[config.mk]
export PLATFORM = sky130hd
export DESIGN_NAME = instruction_fetch_stage
export DESIGN_NICKNAME = d
export VERILOG_FILES = /design/src/rtl/instruction_fetch_stage_pkg.sv /design/src/rtl/instruction_fetch_stage.sv
export SDC_FILE = /design/constraint.sdc
export NUM_CORES = 1
export LEC_CHECK = 0
export CAP_MARGIN = 20
export CORE_MARGIN = 3
export CORE_UTILIZATION = 40
export CTS_CLUSTER_DIAMETER = 40
export DETAILED_ROUTE_END_ITERATION = 6
export GPL_TIMING_DRIVEN = 0
export PLACE_DENSITY = 0.73
export SKIP_CTS_REPAIR_TIMING = 1
export SYNTH_ARGS = -nofsm -noshare
export SYNTH_HDL_FRONTEND = slang
export SYNTH_SLANG_ARGS = --single-unit
export TNS_END_PERCENT = 30
[constraint.sdc]
create_clock -name clock -period 6.4 [get_ports clock]
set_input_delay 1.28 -clock clock [delete_from_list [all_inputs] [get_ports clock]]
set_output_delay 1.28 -clock clock [all_outputs]
set_load 0.03 [all_outputs]
[src/rtl/instruction_fetch_stage_pkg.sv]
// rtl/instruction_fetch_stage_pkg.sv - shared types and constants for the fetch stage
//
// Contents:
//   fetch_state_t   fetch FSM state encoding (IDLE, FETCH, FULL, DRAIN)
//   PS_*            program-counter select encoding driven by control
//   IFS_INSTR_WIDTH default instruction word width
//   IFS_WORD_BYTES  byte distance between sequential instructions

package instruction_fetch_stage_pkg;

    typedef enum logic [1:0] {
        IDLE  = 2'd0,
        FETCH = 2'd1,
        FULL  = 2'd2,
        DRAIN = 2'd3
    } fetch_state_t;

    // Control maps pc_advance onto PS_INC; without it the PC holds
    // unless a branch is being taken.
    localparam logic [1:0] PS_HOLD   = 2'b00;
    localparam logic [1:0] PS_INC    = 2'b01;
    localparam logic [1:0] PS_LOAD   = 2'b10;
    localparam logic [1:0] PS_BRANCH = 2'b11;

    localparam int IFS_INSTR_WIDTH = 32;
    localparam int IFS_WORD_BYTES  = 4;

endpackage

[src/rtl/instruction_fetch_stage.sv]
// rtl/instruction_fetch_stage.sv - instruction fetch stage with skid register and flush drain
//
// Ports:
//   clock, reset        rising-edge clock, synchronous active-high reset
//   PC, PC4             current PC and PC+4 from the program counter
//   pc_advance          commit strobe; the PC steps on the same edge
//   mem_req, mem_addr   instruction memory request, address held while pending
//   mem_ack, mem_data   request completion and returned instruction word
//   stall               decode cannot take IR this cycle
//   flush               taken branch; drop in-flight work and IR
//   IR, IR_PC, IR_PC4   instruction register with its address and address+4
//   IR_valid            IR holds a live instruction

module instruction_fetch_stage
    import instruction_fetch_stage_pkg::*;
#(
    parameter int ADDR_WIDTH  = 64,
    parameter int INSTR_WIDTH = IFS_INSTR_WIDTH
) (
    input  logic                   clock,
    input  logic                   reset,
    input  logic [ADDR_WIDTH-1:0]  PC,
    input  logic [ADDR_WIDTH-1:0]  PC4,
    output logic                   pc_advance,
    output logic                   mem_req,
    output logic [ADDR_WIDTH-1:0]  mem_addr,
    input  logic                   mem_ack,
    input  logic [INSTR_WIDTH-1:0] mem_data,
    input  logic                   stall,
    input  logic                   flush,
    output logic [INSTR_WIDTH-1:0] IR,
    output logic [ADDR_WIDTH-1:0]  IR_PC,
    output logic [ADDR_WIDTH-1:0]  IR_PC4,
    output logic                   IR_valid
);

    localparam logic [ADDR_WIDTH-1:0] WORD_STEP = ADDR_WIDTH'(IFS_WORD_BYTES);

    fetch_state_t           state;
    fetch_state_t           state_next;
    logic [ADDR_WIDTH-1:0]  fetch_addr;
    logic [INSTR_WIDTH-1:0] skid_data;
    logic [ADDR_WIDTH-1:0]  skid_pc;

    logic slot_free;
    logic req_raw;
    logic commit_mem;
    logic commit_skid;
    logic capture_skid;
    logic load_fetch_pc;

    assign slot_free = !IR_valid || !stall;

    always_comb begin
        state_next    = state;
        req_raw       = 1'b0;
        commit_mem    = 1'b0;
        commit_skid   = 1'b0;
        capture_skid  = 1'b0;
        load_fetch_pc = 1'b0;

        case (state)
            IDLE: begin
                // Always sample PC here so a flush landing in IDLE still
                // picks up the branch target on the following cycle.
                load_fetch_pc = 1'b1;
                state_next    = flush ? IDLE : FETCH;
            end
            FETCH: begin
                req_raw = 1'b1;
                if (flush) begin
                    // An unacknowledged request must run to completion.
                    state_next = mem_ack ? IDLE : DRAIN;
                end else if (mem_ack) begin
                    if (slot_free) begin
                        commit_mem = 1'b1;
                    end else begin
                        capture_skid = 1'b1;
                        state_next   = FULL;
                    end
                end
            end
            FULL: begin
                if (flush) begin
                    state_next = IDLE;
                end else if (slot_free) begin
                    commit_skid = 1'b1;
                    state_next  = FETCH;
                end
            end
            DRAIN: begin
                req_raw = 1'b1;
                if (mem_ack) begin
                    state_next = IDLE;
                end
            end
            default: begin
                state_next = IDLE;
            end
        endcase
    end

    // Reset is folded into the combinational outputs so nothing leaks out
    // while the state register is still being cleared.
    assign pc_advance = (commit_mem || commit_skid) && !reset;
    assign mem_req    = req_raw && !reset;
    assign mem_addr   = fetch_addr;

    always_ff @(posedge clock) begin
        if (reset) begin
            state      <= IDLE;
            fetch_addr <= '0;
            skid_data  <= '0;
            skid_pc    <= '0;
            IR         <= '0;
            IR_PC      <= '0;
            IR_PC4     <= '0;
            IR_valid   <= 1'b0;
        end else begin
            state <= state_next;

            if (load_fetch_pc) begin
                fetch_addr <= PC;
            end else if (commit_mem || commit_skid) begin
                fetch_addr <= PC4;
            end

            if (capture_skid) begin
                skid_data <= mem_data;
                skid_pc   <= fetch_addr;
            end

            if (commit_mem) begin
                IR       <= mem_data;
                IR_PC    <= fetch_addr;
                IR_PC4   <= fetch_addr + WORD_STEP;
                IR_valid <= 1'b1;
            end else if (commit_skid) begin
                IR       <= skid_data;
                IR_PC    <= skid_pc;
                IR_PC4   <= skid_pc + WORD_STEP;
                IR_valid <= 1'b1;
            end else if (flush || (IR_valid && !stall)) begin
                IR_valid <= 1'b0;
            end
        end
    end

endmodule

# After elaboration in Yosys (flattened, before gate mapping)
# Index checks and enable logic that the tools add are counted.
[totals]
register_bits = 323
wordCells = 64
inputBits = 165
[op_classes]
eq_ne = 7
mux = 32
reduce_logical = 15
n_addsub = 2
[ops]
columns = ["cell", "n"]
rows = [
  ["2-to-1 mux 64 bit", 6],
  ["adder 64 x 3 -> 64 bit, second input constant", 2],
  ["2-to-1 mux 32 bit", 2],
  ["2-to-1 mux 1 bit", 16],
  ["2-to-1 mux 2 bit", 7],
  ["!= test 3 bit, second input constant", 3],
  ["one-hot mux 2 bit (4 select lines)", 1],
  ["== test 2 bit, second input constant", 2],
  ["AND reduction 4 bit", 1],
  ["nonzero test 2 bit", 2],
  ["logical AND 1 bit", 3],
  ["zero test 1 bit", 3],
  ["logical OR 1 bit", 3],
  ["nonzero test 3 bit", 1],
  ["== test 2 x 1 -> 1 bit, second input constant", 1],
  ["zero test 2 bit", 1],
  ["!= test 2 bit, second input constant", 1],
  ["OR reduction 2 bit", 1],
]

# Depth between registers and ports, before layout
[depth]
ltp_word = 9
mapped_depth = 20
depth_no_buf = 12

# Worst setup path before layout
# OpenSTA, ideal clock, no wires.
[synth_timing]
path_type = "input port to flip-flop"
start = "input flush"
end = "register IR_PC4[54]"
path_stages = 19
slack_ns = 1.404
setup_ns = 0.117
n_path_buf = 7
arrival_ns = 4.879
required_time_ns = 6.283
cell_sequence = "buf_2 > nand4bb_1 > buf_2 > nor2_4 > buf_4 > buf_2 > buf_2 > clkbuf_1 > mux2i_1 > inv_1 > ha_1 > clkbuf_1 > nand2_1 > a21oi_1 > a32oi_1 > nor4_4 > nand3_2 > or4_1 > a32o_1"
[synth_between]
elab_chain_len = 3
[synth_lines]
columns = ["item", "line_no", "text"]
rows = [
  ["start: declaration", "instruction_fetch_stage.sv:30", "input logic flush,"],
  ["2-to-1 mux 1 bit, on equally long branches", "instruction_fetch_stage.sv:71, instruction_fetch_stage.sv:84", ""],
  ["2-to-1 mux 1 bit", "instruction_fetch_stage.sv:62", "case (state)"],
  ["2-to-1 mux 64 bit / nonzero test 2 bit (equally long branches)", "-", ""],
  ["end signal: assignment", "instruction_fetch_stage.sv:136", "IR_PC4 <= fetch_addr + WORD_STEP;"],
  ["end signal: assignment", "instruction_fetch_stage.sv:141", "IR_PC4 <= skid_pc + WORD_STEP;"],
  ["end: declaration", "instruction_fetch_stage.sv:33", "output logic [ADDR_WIDTH-1:0] IR_PC4,"],
]
# Parallel ways exist; a longest one is shown, timed or not.
# A chain may end at the register's enable or synchronous reset.

# Worst setup path after layout
[layout_timing]
start = "input mem_ack"
end = "register IR_PC4[54]"
[layout_between]
elab_chain_len = 4
[layout_lines]
columns = ["item", "line_no", "text"]
rows = [
  ["start: declaration", "instruction_fetch_stage.sv:27", "input logic mem_ack,"],
  ["2-to-1 mux 1 bit (*)", "instruction_fetch_stage.sv:74", "end else if (mem_ack) begin"],
  ["2-to-1 mux 1 bit (*)", "instruction_fetch_stage.sv:71", "if (flush) begin"],
  ["2-to-1 mux 1 bit (*)", "instruction_fetch_stage.sv:62", ""],
  ["2-to-1 mux 64 bit / nonzero test 2 bit (equally long branches)", "-", ""],
]
# Every way passes the cells marked *; elsewhere a longest branch is shown, timed or not.

==> run summary <==
Static Leak -> 6.58 nW
CP startpoint kind -> input pin
Crit. End Element -> flip-flop
first-pass iteration count of the detailed router -> 6
Die Span Y -> 198 µm
critical path class -> in2reg
most frequent cells in the layout -> nand2_1, clkdlybuf4s50_1, dfxtp_1
DRC violations left -> 0
result of the run -> complete, no violations
worst r2r src -> state[0]
Hold EP -> IR_PC4[52]
hold depth -> 2
crit path DAT -> 6.30 ns
Max Fclk -> 0.171 GHz
Net count, final -> 2492
Worst Reg2Reg Path Length in Cells -> 18
Hold Slack -> 0.451 ns
Yosys Warn Count -> 0
Pwr Total -> 5.34 mW
period utilization -> 91.5%
final wirelength -> 68900 µm
DR WL met3 -> 7670 µm
DR vias/cell -> 5.90
post-synth top area cell -> dfxtp_1
synth unique cells -> 69
average wire per standard cell -> 24.4 µm
# port buffers -> 390
clock sinks -> 321
sequential-to-total area share from yosys stat -> 43.4%
# H-tree levels -> 2
Reg-to-Reg End -> IR_PC4[54]
GRT Overall Usage -> 34.0%
FP Rows -> 69
P&R area growth vs syn -> 40.4%
number of max-cap violations -> 0
synth top area cells -> dfxtp_1, nand2_1, a21oi_1
CTS tree -> built
Initial Utilization -> 41.1%
Ports -> 392
initial detailed-routing violation count -> 1554
Async SR Flop Fraction -> 0%
Final GP Congestion -> 0.987
Util after Layout -> 57.7%
Detail Route Antenna Nets -> 0
register bit count reported by yosys -> 321
area of the multi-input gates -> 7740 µm²
clock buffers created by TritonCTS -> 44
cell area after synthesis -> 14800 µm²
M1 WL -> 28400 µm
Final Hold Viols -> 0
CP required -> 6.84 ns
hold_sp -> IR_PC4[52]
Pins Over Slew Limit -> 0
register area -> 6430 µm²
pin count of the biggest net entering global routing -> 14
slew margin rel. -> 22.5%
VDD IR max -> 183 µV
worst-margin pin slew -> 1.13 ns
Worst-path clk slew -> 0.06 ns
Hold/Removal Path Class -> reg2reg
layout cells sized above 1 -> 4.62%
Mapped Cells -> 1891
reg2reg setup slack -> 1.34 ns
vias in the first global route -> 16200
number of flops mapped to enable cells by yosys -> 0
metal2 WL -> 30200 µm
worst skew pair latency -> 0.55 ns
fill count -> 3361
commonest non-fill, non-tap cell in the layout -> nand2_1
initial antenna violation count -> 2
core area -> 36000 µm²
top routing layer in use -> met5
area share of the largest cell type after synthesis -> 43.4%
fin cells -> 2821
grt total ovfl -> 0
setup repair after global routing missed its margin -> no
Period minus WS final -> 5.86 ns
crit-path max FO -> 19
power per cell area -> 257 nW/µm²
Main synth FF type -> dfxtp_1
Setup-failing EPs final -> 0
Die X -> 198 µm
Syn Area/Cell -> 7.83 µm²
clock tree root buffer cell -> clkbuf_16
detailed placement HPWL -> 53200 µm
Vias -> 16600
setup TNS -> 0 ns
first-pass GRT wire length -> 101000 µm
Worst Clk Skew -> 0.0186 ns
Max clock buf depth -> 3
die area -> 39300 µm²
syn_nets -> 2057
Post-Place Cells -> 2743
-- worst max-delay path, cell delays in order --
cell and delay, ns:
clkdlybuf4s50_1 0.58, nand4bb_1 0.12, buf_2 0.22, nor2_4 0.20, buf_4 0.27, buf_2 0.32
buf_2 0.57, mux2i_1 0.23, inv_1 0.09, ha_1 0.14, clkbuf_1 0.32, nand2_1 0.09
a21oi_1 0.18, a32oi_1 0.22, nor4_4 0.54, nand3_2 0.19, or4_1 0.46, a32o_1 0.25
-- power by group --
part           switching, mW  internal, mW
Sequential             0.118          2.07
Combinational          0.395         0.277
Clock                  0.961          1.53
-- layer usage --
metal / vias up / global-route usage (%)
met5: - / 0
met4: 2 / 12.9
met3: 140 / 9.78
met2: 950 / 52.5
met1: 7955 / 45.3
li1: 7593 / -
-- kinds of logic (layout without fill, tap and decap cells) --
kind of cell    Yosys count  after routing  share of synthesized area (%)
xor+xnor                 51             51                           3.02
mux                      50             50                           3.40
flops                   321            321                           43.4
other cells               0              1                              0
compound gates          451            451                           20.3
fa+ha+maj                 2              2                          0.152
buf+inv                 159            627                           4.28
simple gates            857            857                           25.4
-- registers in the layout, summed over array words and instances (netlist names) --
name / cells
IR_PC4: 62
IR_PC: 64
IR_valid: 1
state: 2
skid_pc: 64
mem_addr: 64
IR: 32
skid_data: 32
-- cell usage after synthesis, types with 6 or more instances --
cell type / instances
a31oi_1: 8
inv_1: 7
nand2_1: 488
mux2i_1: 48
o21ai_0: 47
xnor2_1: 24
a21oi_1: 167
nor2_1: 171
and3_1: 16
and4_1: 18
nand4_1: 30
a311oi_1: 81
or3_1: 8
nor4_1: 17
a211oi_1: 62
nor3_1: 23
a32o_1: 6
nand3_1: 40
nand3b_1: 10
o211ai_1: 8
dfxtp_1: 321
buf_2: 14
xor2_1: 27
clkbuf_1: 125
a22oi_1: 27
and2_1: 6
buf_1: 8
-- stage by stage --
stage / instance area [µm²] / setup slack (ns)
CTS: 20800 / -0.0939
global route: 20800 / 0.304
global placement: 19300 / -0.777
finish: 20800 / 0.541
detailed placement: 19300 / -0.680
floorplan: 14800 / 1.40
-- cell type report --
cell class / instances / share of cell area, %
Antenna cell: 1 / 0.0120
Buffer: 150 / 2.89
Clock buffer: 51 / 5.62
Clock inverter: 28 / 1.54
Inverter: 7 / 0.126
Multi-Input combinational cell: 1411 / 37.3
Sequential cell: 321 / 30.9
Tap cell: 461 / 2.78
Timing Repair Buffer: 391 / 18.8
-- worst max-delay path by stage --
stage / from / endpoint / cells after the start
2_1_floorplan: flush / IR_PC4[54] / 19
3_3_place_gp: mem_ack / IR_PC4[54] / 18
3_5_place_dp: mem_ack / IR_PC4[54] / 18
4_1_cts: mem_ack / IR_PC4[54] / 18
5_1_grt: mem_ack / IR_PC4[54] / 18
6_report: mem_ack / IR_PC4[54] / 18
Power figures use the tool's default switching activity.
